[src/rtl/memory_access_sequencer.sv]
// Data-memory access engine: word/sub-word loads and stores against a word-addressed
// single-port RAM without byte enables; sub-word stores run as read-modify-write.
//
// state   | meaning
// --------+-------------------------------------------------------------
// IDLE    | req_ready high, waiting for a request
// READ    | RAM read in flight, held MEM_LATENCY cycles by lat_cnt
// WRITE   | mem_we high for one cycle (word store or RMW write-back)
// RESP    | one-cycle resp_valid pulse, then back to IDLE
module memory_access_sequencer #(
   parameter int ADDR_WIDTH  = 32,
   parameter int DATA_WIDTH  = 32,
   parameter int MEM_WORDS   = 8192,
   parameter int MEM_LATENCY = 1
) (
   input  logic                  clock,
   input  logic                  reset,
   input  logic                  req_valid,
   output logic                  req_ready,
   input  logic                  req_write,
   input  logic [ADDR_WIDTH-1:0] req_address,
   input  logic [1:0]            req_offset,
   input  logic [1:0]            req_size,
   input  logic                  req_signed,
   input  logic [DATA_WIDTH-1:0] req_wdata,
   output logic                  resp_valid,
   output logic [DATA_WIDTH-1:0] resp_rdata,
   output logic                  resp_fault,
   output logic [ADDR_WIDTH-1:0] mem_address,
   output logic [DATA_WIDTH-1:0] mem_wdata,
   output logic                  mem_we,
   input  logic [DATA_WIDTH-1:0] mem_rdata
);

   typedef enum logic [1:0] {
      ST_IDLE,
      ST_READ,
      ST_WRITE,
      ST_RESP
   } state_t;

   localparam logic [ADDR_WIDTH:0] ADDR_LIMIT = (ADDR_WIDTH + 1)'(MEM_WORDS);
   localparam logic [2:0]          LAT_LOAD   = 3'(MEM_LATENCY - 1);

   state_t                state_q, state_d;
   logic [2:0]            lat_cnt_q, lat_cnt_d;
   logic [ADDR_WIDTH-1:0] mem_address_q, mem_address_d;
   logic [DATA_WIDTH-1:0] mem_wdata_q, mem_wdata_d;
   logic                  mem_we_q, mem_we_d;
   logic                  resp_valid_q, resp_valid_d;
   logic                  resp_fault_q, resp_fault_d;
   logic [DATA_WIDTH-1:0] resp_rdata_q, resp_rdata_d;
   logic                  write_q, write_d;
   logic [1:0]            offset_q, offset_d;
   logic [1:0]            size_q, size_d;
   logic                  signed_q, signed_d;
   logic [15:0]           sub_wdata_q, sub_wdata_d;

   logic                  req_fault;
   logic [4:0]            lane_shift;
   logic [7:0]            byte_lane;
   logic [15:0]           half_lane;
   logic [DATA_WIDTH-1:0] load_data;
   logic [DATA_WIDTH-1:0] merge_data;

   always_comb begin
      req_fault = ({1'b0, req_address} >= ADDR_LIMIT)
               || (req_size == 2'd3)
               || ((req_size == 2'd0) && (req_offset != 2'd0))
               || ((req_size == 2'd1) && req_offset[0]);
   end

   // Lane extraction and merge both act on the word returned by the RAM this cycle.
   always_comb begin
      lane_shift = {offset_q, 3'b000};
      byte_lane  = 8'(mem_rdata >> lane_shift);
      half_lane  = offset_q[1] ? mem_rdata[31:16] : mem_rdata[15:0];
      case (size_q)
         2'd1:    load_data = signed_q ? {{16{half_lane[15]}}, half_lane} : {16'h0000, half_lane};
         2'd2:    load_data = signed_q ? {{24{byte_lane[7]}}, byte_lane} : {24'h000000, byte_lane};
         default: load_data = mem_rdata;
      endcase
      if (size_q == 2'd1) begin
         merge_data = offset_q[1] ? {sub_wdata_q, mem_rdata[15:0]} : {mem_rdata[31:16], sub_wdata_q};
      end else begin
         merge_data = (mem_rdata & ~(DATA_WIDTH'(8'hFF) << lane_shift))
                    | (DATA_WIDTH'(sub_wdata_q[7:0]) << lane_shift);
      end
   end

   always_comb begin
      state_d       = state_q;
      lat_cnt_d     = lat_cnt_q;
      mem_address_d = mem_address_q;
      mem_wdata_d   = mem_wdata_q;
      resp_rdata_d  = '0;
      resp_fault_d  = 1'b0;
      write_d       = write_q;
      offset_d      = offset_q;
      size_d        = size_q;
      signed_d      = signed_q;
      sub_wdata_d   = sub_wdata_q;
      case (state_q)
         ST_IDLE: begin
            if (req_valid) begin
               write_d       = req_write;
               offset_d      = req_offset;
               size_d        = req_size;
               signed_d      = req_signed;
               sub_wdata_d   = req_wdata[15:0];
               mem_address_d = req_address;
               if (req_fault) begin
                  state_d      = ST_RESP;
                  resp_fault_d = 1'b1;
               end else if (req_write && (req_size == 2'd0)) begin
                  state_d     = ST_WRITE;
                  mem_wdata_d = req_wdata;
               end else begin
                  state_d   = ST_READ;
                  lat_cnt_d = LAT_LOAD;
               end
            end
         end
         ST_READ: begin
            if (lat_cnt_q == 3'd0) begin
               if (write_q) begin
                  state_d     = ST_WRITE;
                  mem_wdata_d = merge_data;
               end else begin
                  state_d      = ST_RESP;
                  resp_rdata_d = load_data;
               end
            end else begin
               lat_cnt_d = lat_cnt_q - 3'd1;
            end
         end
         ST_WRITE: state_d = ST_RESP;
         default:  state_d = ST_IDLE;
      endcase
      // Strobes follow the next state so they line up exactly with WRITE/RESP.
      mem_we_d     = (state_d == ST_WRITE);
      resp_valid_d = (state_d == ST_RESP);
   end

   always_ff @(posedge clock or negedge reset) begin
      if (!reset) begin
         state_q       <= ST_IDLE;
         lat_cnt_q     <= '0;
         mem_address_q <= '0;
         mem_wdata_q   <= '0;
         mem_we_q      <= 1'b0;
         resp_valid_q  <= 1'b0;
         resp_fault_q  <= 1'b0;
         resp_rdata_q  <= '0;
         write_q       <= 1'b0;
         offset_q      <= '0;
         size_q        <= '0;
         signed_q      <= 1'b0;
         sub_wdata_q   <= '0;
      end else begin
         state_q       <= state_d;
         lat_cnt_q     <= lat_cnt_d;
         mem_address_q <= mem_address_d;
         mem_wdata_q   <= mem_wdata_d;
         mem_we_q      <= mem_we_d;
         resp_valid_q  <= resp_valid_d;
         resp_fault_q  <= resp_fault_d;
         resp_rdata_q  <= resp_rdata_d;
         write_q       <= write_d;
         offset_q      <= offset_d;
         size_q        <= size_d;
         signed_q      <= signed_d;
         sub_wdata_q   <= sub_wdata_d;
      end
   end

   assign req_ready   = (state_q == ST_IDLE);
   assign resp_valid  = resp_valid_q;
   assign resp_rdata  = resp_rdata_q;
   assign resp_fault  = resp_fault_q;
   assign mem_address = mem_address_q;
   assign mem_wdata   = mem_wdata_q;
   assign mem_we      = mem_we_q;

endmodule

[config.mk]
export PLATFORM = sky130hd
export DESIGN_NAME = memory_access_sequencer
export DESIGN_NICKNAME = d
export VERILOG_FILES = /design/src/rtl/memory_access_sequencer.sv
export SDC_FILE = /design/constraint.sdc
export NUM_CORES = 1
export LEC_CHECK = 0
export ABC_AREA = 0
export CORE_ASPECT_RATIO = 1.5
export CORE_MARGIN = 4
export CORE_UTILIZATION = 33
export DETAILED_ROUTE_END_ITERATION = 8
export GPL_TIMING_DRIVEN = 1
export PLACE_DENSITY_LB_ADDON = 0.25
export SYNTH_ARGS = -nofsm -noshare
export SYNTH_HDL_FRONTEND = slang
export SYNTH_SLANG_ARGS = --single-unit
[constraint.sdc]
create_clock -name clock -period 2.6 [get_ports clock]
set_input_delay 0.39 -clock clock [delete_from_list [all_inputs] [get_ports clock]]
set_output_delay 0.39 -clock clock [all_outputs]
set_load 0.1 [all_outputs]
# [Yosys cells after proc, flatten, opt, wreduce, memory -nomap -nowiden]
# Index checks and enable logic that the tools add are counted.
[classes] add_sub_neg=1 order_cmp=1 eq_ne=15 shifts=3 muxes=29 bitwise=3 reduce_logical=14
[ops] operator="$mux W32" count=12
[ops] operator="$pmux W32 S2" count=2
[ops] operator="$and A32 B32 Y32" count=1
[ops] operator="$ge A32 B14 Y1 const B" count=1
[ops] operator="$not A32 Y32" count=1
[ops] operator="$or A32 B32 Y32" count=1
[ops] operator="$shl A8 B5 Y32" count=1
[ops] operator="$shl A8 B5 Y32 const A" count=1
[ops] operator="$shr A32 B5 Y8" count=1
[ops] operator="$mux W16" count=1
[ops] operator="$mux W3" count=4
[ops] operator="$ne A2 B2 Y1 const B" count=6
[ops] operator="$eq A2 B2 Y1 const B" count=5
[ops] operator="$mux W2" count=4
[ops] operator="$eq A2 B1 Y1 const B" count=3
[ops] operator="$pmux W2 S3" count=1
[ops] operator="$pmux W3 S2" count=1
[ops] operator="$reduce_and A6 Y1" count=1
[ops] operator="$reduce_and A5 Y1" count=1
[ops] operator="$logic_not A2 Y1" count=2
[ops] operator="$mux W1" count=4
[ops] operator="$reduce_bool A2 Y1" count=2
[ops] operator="$logic_and A1 B1 Y1" count=3
[ops] operator="$logic_not A3 Y1" count=1
[ops] operator="4 further kinds" count=6
[word_totals] regBits=126 out_inout_bits=100 wordCells=79

# [Depth between registers and ports, before layout]
[depth] depth_word=8 depth_mapped=8 depth_no_buf=7

# [Worst setup path before layout]
# No wires, ideal clock.
[synth_path] path_type="flip-flop to flip-flop" from="register state_q[0]" to="register state_q[0]" setup_time_ps=142 arrival_time_ps=2272 path_slack_ps=186 path_stages_with_launch=5 n_path_buf=1 cell_sequence="dfrtp_1 clkbuf_1 nor2_1 o21ai_0 a21boi_0"
[synth_via] elab_chain_len=2
[synth_lines] item="start, declared" line="45" text="state_t state_q, state_d;"
[synth_lines] item="start signal, assigned" line="161" text="state_q <= state_d;"
[synth_lines] item="$logic_not A2 Y1"
[synth_lines] item="via req_ready" line="19" text="output logic req_ready,"
[synth_lines] item="$pmux W2 S3" line="103" text="case (state_q)"
[synth_lines] item="via state_d[0]" line="45"
# The timed path passes the listed nets, and every way through them passes these cells.
# A chain may end at the register's enable or synchronous reset.

# [Worst setup path after layout]
[layout_path] from="register size_q[1]" to="register mem_wdata_q[7] (netlist: mem_wdata[7])"
[layout_via] elab_chain_len=5
[layout_lines] item="start, declared" line="55" text="logic [1:0] size_q, size_d;"
[layout_lines] item="start signal, assigned" line="171" text="size_q <= size_d;"
[layout_lines] item="$eq A2 B1 Y1" line="83" text="if (size_q == 2'd1) begin"
[layout_lines] item="$mux W32" line="83"
[layout_lines] item="$mux W32" line="126" text="if (write_q) begin"
[layout_lines] item="$mux W32" line="125" text="if (lat_cnt_q == 3'd0) begin"
[layout_lines] item="$pmux W32 S2" line="103"
[layout_lines] item="end signal, assigned" line="164" text="mem_wdata_q <= mem_wdata_d;"
[layout_lines] item="end, declared" line="48" text="logic [DATA_WIDTH-1:0] mem_wdata_q, mem_wdata_d;"
# No other way between the ends. The select of a mux whose other input is x is not followed.

==> flow_metrics.tcl <==
set metrics [dict create \
    outcome "finished clean" \
    dpl.cell_count 1088 \
    grt.total_usage_pct 19.4 \
    final_net_count 964 \
    die_x_um 120 \
    path_max_fanout 9 \
    drt_iter0_drc 404 \
    yosysUniqueCellTypes 48 \
    syn_inst 649 \
    yosys_warnings 0 \
    rsz0062_at_grt "no" \
    port_buffers 204 \
    layout_setup_ws_ns 0.261 \
    hold_path_class "input pin to async pin" \
    cts.hold.buffers_added 0 \
    synthFlopType "dfrtp_1" \
    timing.rr.start "size_q[1]$_DFFE_PN0P_" \
    antenna_left 0 \
    path_class "register to register" \
    gr-usage-met3_pct 4.99 \
    drt-wirelength-per-cell_um 18.1 \
    ios 205 \
    cp.required_ns 2.89 \
    end_kind "register" \
    critical-path-top-delay-family "buffers and inverters" \
    syn-cell-area_mm2 0.00618 \
    cts_setup_buffers 0 \
    ctsResizeCount 0 \
    htree_levels 4 \
    grt_pass1_wl_um 31400 \
    ys_seq_elements 126 \
    r2r_setup_slack_ns 0.26 \
    dpl_worst_slack_ns 0.165 \
    final_util_pct 48.6 \
    worst_pin_slew_ns 0.974 \
    top_usage_layer "met2" \
    reg2reg_depth 8 \
    min_period_ns 2.34 \
    path_buf_inv 3 \
    ctsLongestPathBuffers 2 \
    insertion_delay_ns 0.41 \
    place.detailed.hpwl_um 15100 \
    clockRootBuffer "clkbuf_16" \
    synth_edf_count 0 \
    dr.pass1.iters 5 \
    async_flop_share_pct 100 \
    maxCapViolCount 0 \
    grt_pass1_vias 5658 \
    cp-start-kind "register" \
    clk_pin_slew_ns 0.06 \
    fmax_mhz 428 \
    setup_tns_ns 0 \
    use_met2_pct 34.0 \
    yosys.area.top_type "dfrtp_1" \
    rows 61 \
    reg2reg_to "mem_wdata[7]$_DFFE_PN0P_" \
    grt_max_degree 127 \
    startpoint "size_q[1]$_DFFE_PN0P_" \
    arrival_ns 2.63 \
    core-area_mm2 0.0185 \
    die_h_um 176 \
    path_cells "inv_1 -> ha_1 -> clkinv_1 -> a21oi_2 -> buf_4 -> mux2i_1 -> o21ai_0 -> mux2_2" \
    clock_sink_count 126 \
    synth_area_leaders "dfrtp_1 51%, nand2_1 11%, mux2_2 5.7%" \
    slew_violations 0 \
    synth_top_cells_by_count "189 x nand2_1, 126 x dfrtp_1, 57 x o21ai_0" \
    synth_area_per_cell_um2 9.52 \
    antenna_cells 0 \
    die-area_mm2 0.0210 \
    slowest_delay_ns 0.38 \
    fin_cells 1119 \
    drive_gt1_share_pct 23.6 \
    hold_viol_final 0 \
    grt_overflow 0 \
    cpMaxStageDelayCell "dfrtp_1" \
    setup_viol 0 \
    drc 0 \
    ys_seq_area_share_pct 51.0 \
    syn2layout_area_growth_pct 45.2 \
    place_congestion 0.895 \
    cts_tree "built" \
    via_count 5550 \
    fin_crit_sh_pct 90.0 \
    drt_wl_total_um 20300 \
    slew_headroom_pct 34.9 \
    viasPerCell 4.96 \
    synth.most_common_cell "nand2_1" \
    antenna_found_initial 1 \
    finalClockSkew_ns 0.00978 \
    use_met1_pct 21.8 \
    cts_made_buffers 17 \
    initial_utilization_pct 33.4 \
    syn-num-nets 758 \
    yosys.area.top_type_share_pct 51.0 \
]
==> metal layers <==
metal / wire length (um) / up-vias
met1: 7550 / 2638
met4: 793 / 2
met2: 10500 / 252
li1: - / 2617
met5: 13 / -
met3: 1460 / 41
==> cells by family after synthesis <==
family / Yosys count / share of synthesized area, %
AOI/OAI and AO/OA: 133 / 12.8
adders and majority gates: 4 / 0.810
and+or+nand+nor: 261 / 17.8
buffers and inverters: 57 / 4.15
muxes: 68 / 13.4
DFF: 126 / 51.0
==> worst max-delay path by stage <==
stage | endpoint | slack, ns | cells after the start
2_1_floorplan | state_q[0]$_DFF_PN0_ | 0.19 | 4
3_3_place_gp | mem_wdata[4]$_DFFE_PN0P_ | 0.17 | 7
3_5_place_dp | mem_wdata[2]$_DFFE_PN0P_ | 0.17 | 8
4_1_cts | mem_wdata[7]$_DFFE_PN0P_ | 0.27 | 8
5_1_grt | mem_wdata[7]$_DFFE_PN0P_ | 0.11 | 8
6_report | mem_wdata[7]$_DFFE_PN0P_ | 0.26 | 8
==> metrics by stage <==
stage / area (um2) / hold WS (ns)
2_1_floorplan: 6180 / 0.0944
3_3_place_gp: 8320 / 0.459
3_5_place_dp: 8320 / 0.463
4_1_cts: 8970 / 0.119
5_1_grt: 8970 / 0.133
6_report: 8970 / 0.0566
==> sequential cells by signal, summed over array words and instances, names as in the netlist <==
name         flops
lat_cnt_q        3
mem_address     32
mem_wdata       32
mem_we           1
offset_q         2
resp_fault       1
resp_rdata      32
resp_valid       1
signed_q         1
size_q           2
state_q          2
sub_wdata_q     16
write_q          1
==> cell type report <==
class                   instances  area [um2]
clock inverters                13         213
repair buffers                229        2010
multi-input cells             466        2780
well taps                     252         315
inverters                      15        56.3
flip-flops and latches        126        3150
clock buffers                  18         439
fillers                      1762        9500
==> layout by cell type, fill, tap and decap left out, types with 2 or more instances in the layout <==
master and n:
a21o_1 2, o22ai_1 8, a221oi_1 7, ha_1 4, bufinv_16 5, a21oi_1 41
inv_6 2, o2bb2ai_1 8, mux4_2 7, clkdlybuf4s50_1 103, inv_1 14, clkinv_4 2
nor2b_1 13, buf_12 3, nor3_2 2, nor4_1 4, buf_4 123, mux2_1 6
nor3_1 10, dfrtp_1 126, nand4_1 2, mux2_2 31, clkbuf_16 17, nand2b_1 3
nor2_1 27, nand2_1 189, clkinvlp_4 3, mux2i_1 23, o21ai_0 57
Power is not shown: default switching activity piles up to over one toggle a cycle in this logic, so the estimate is an artifact.
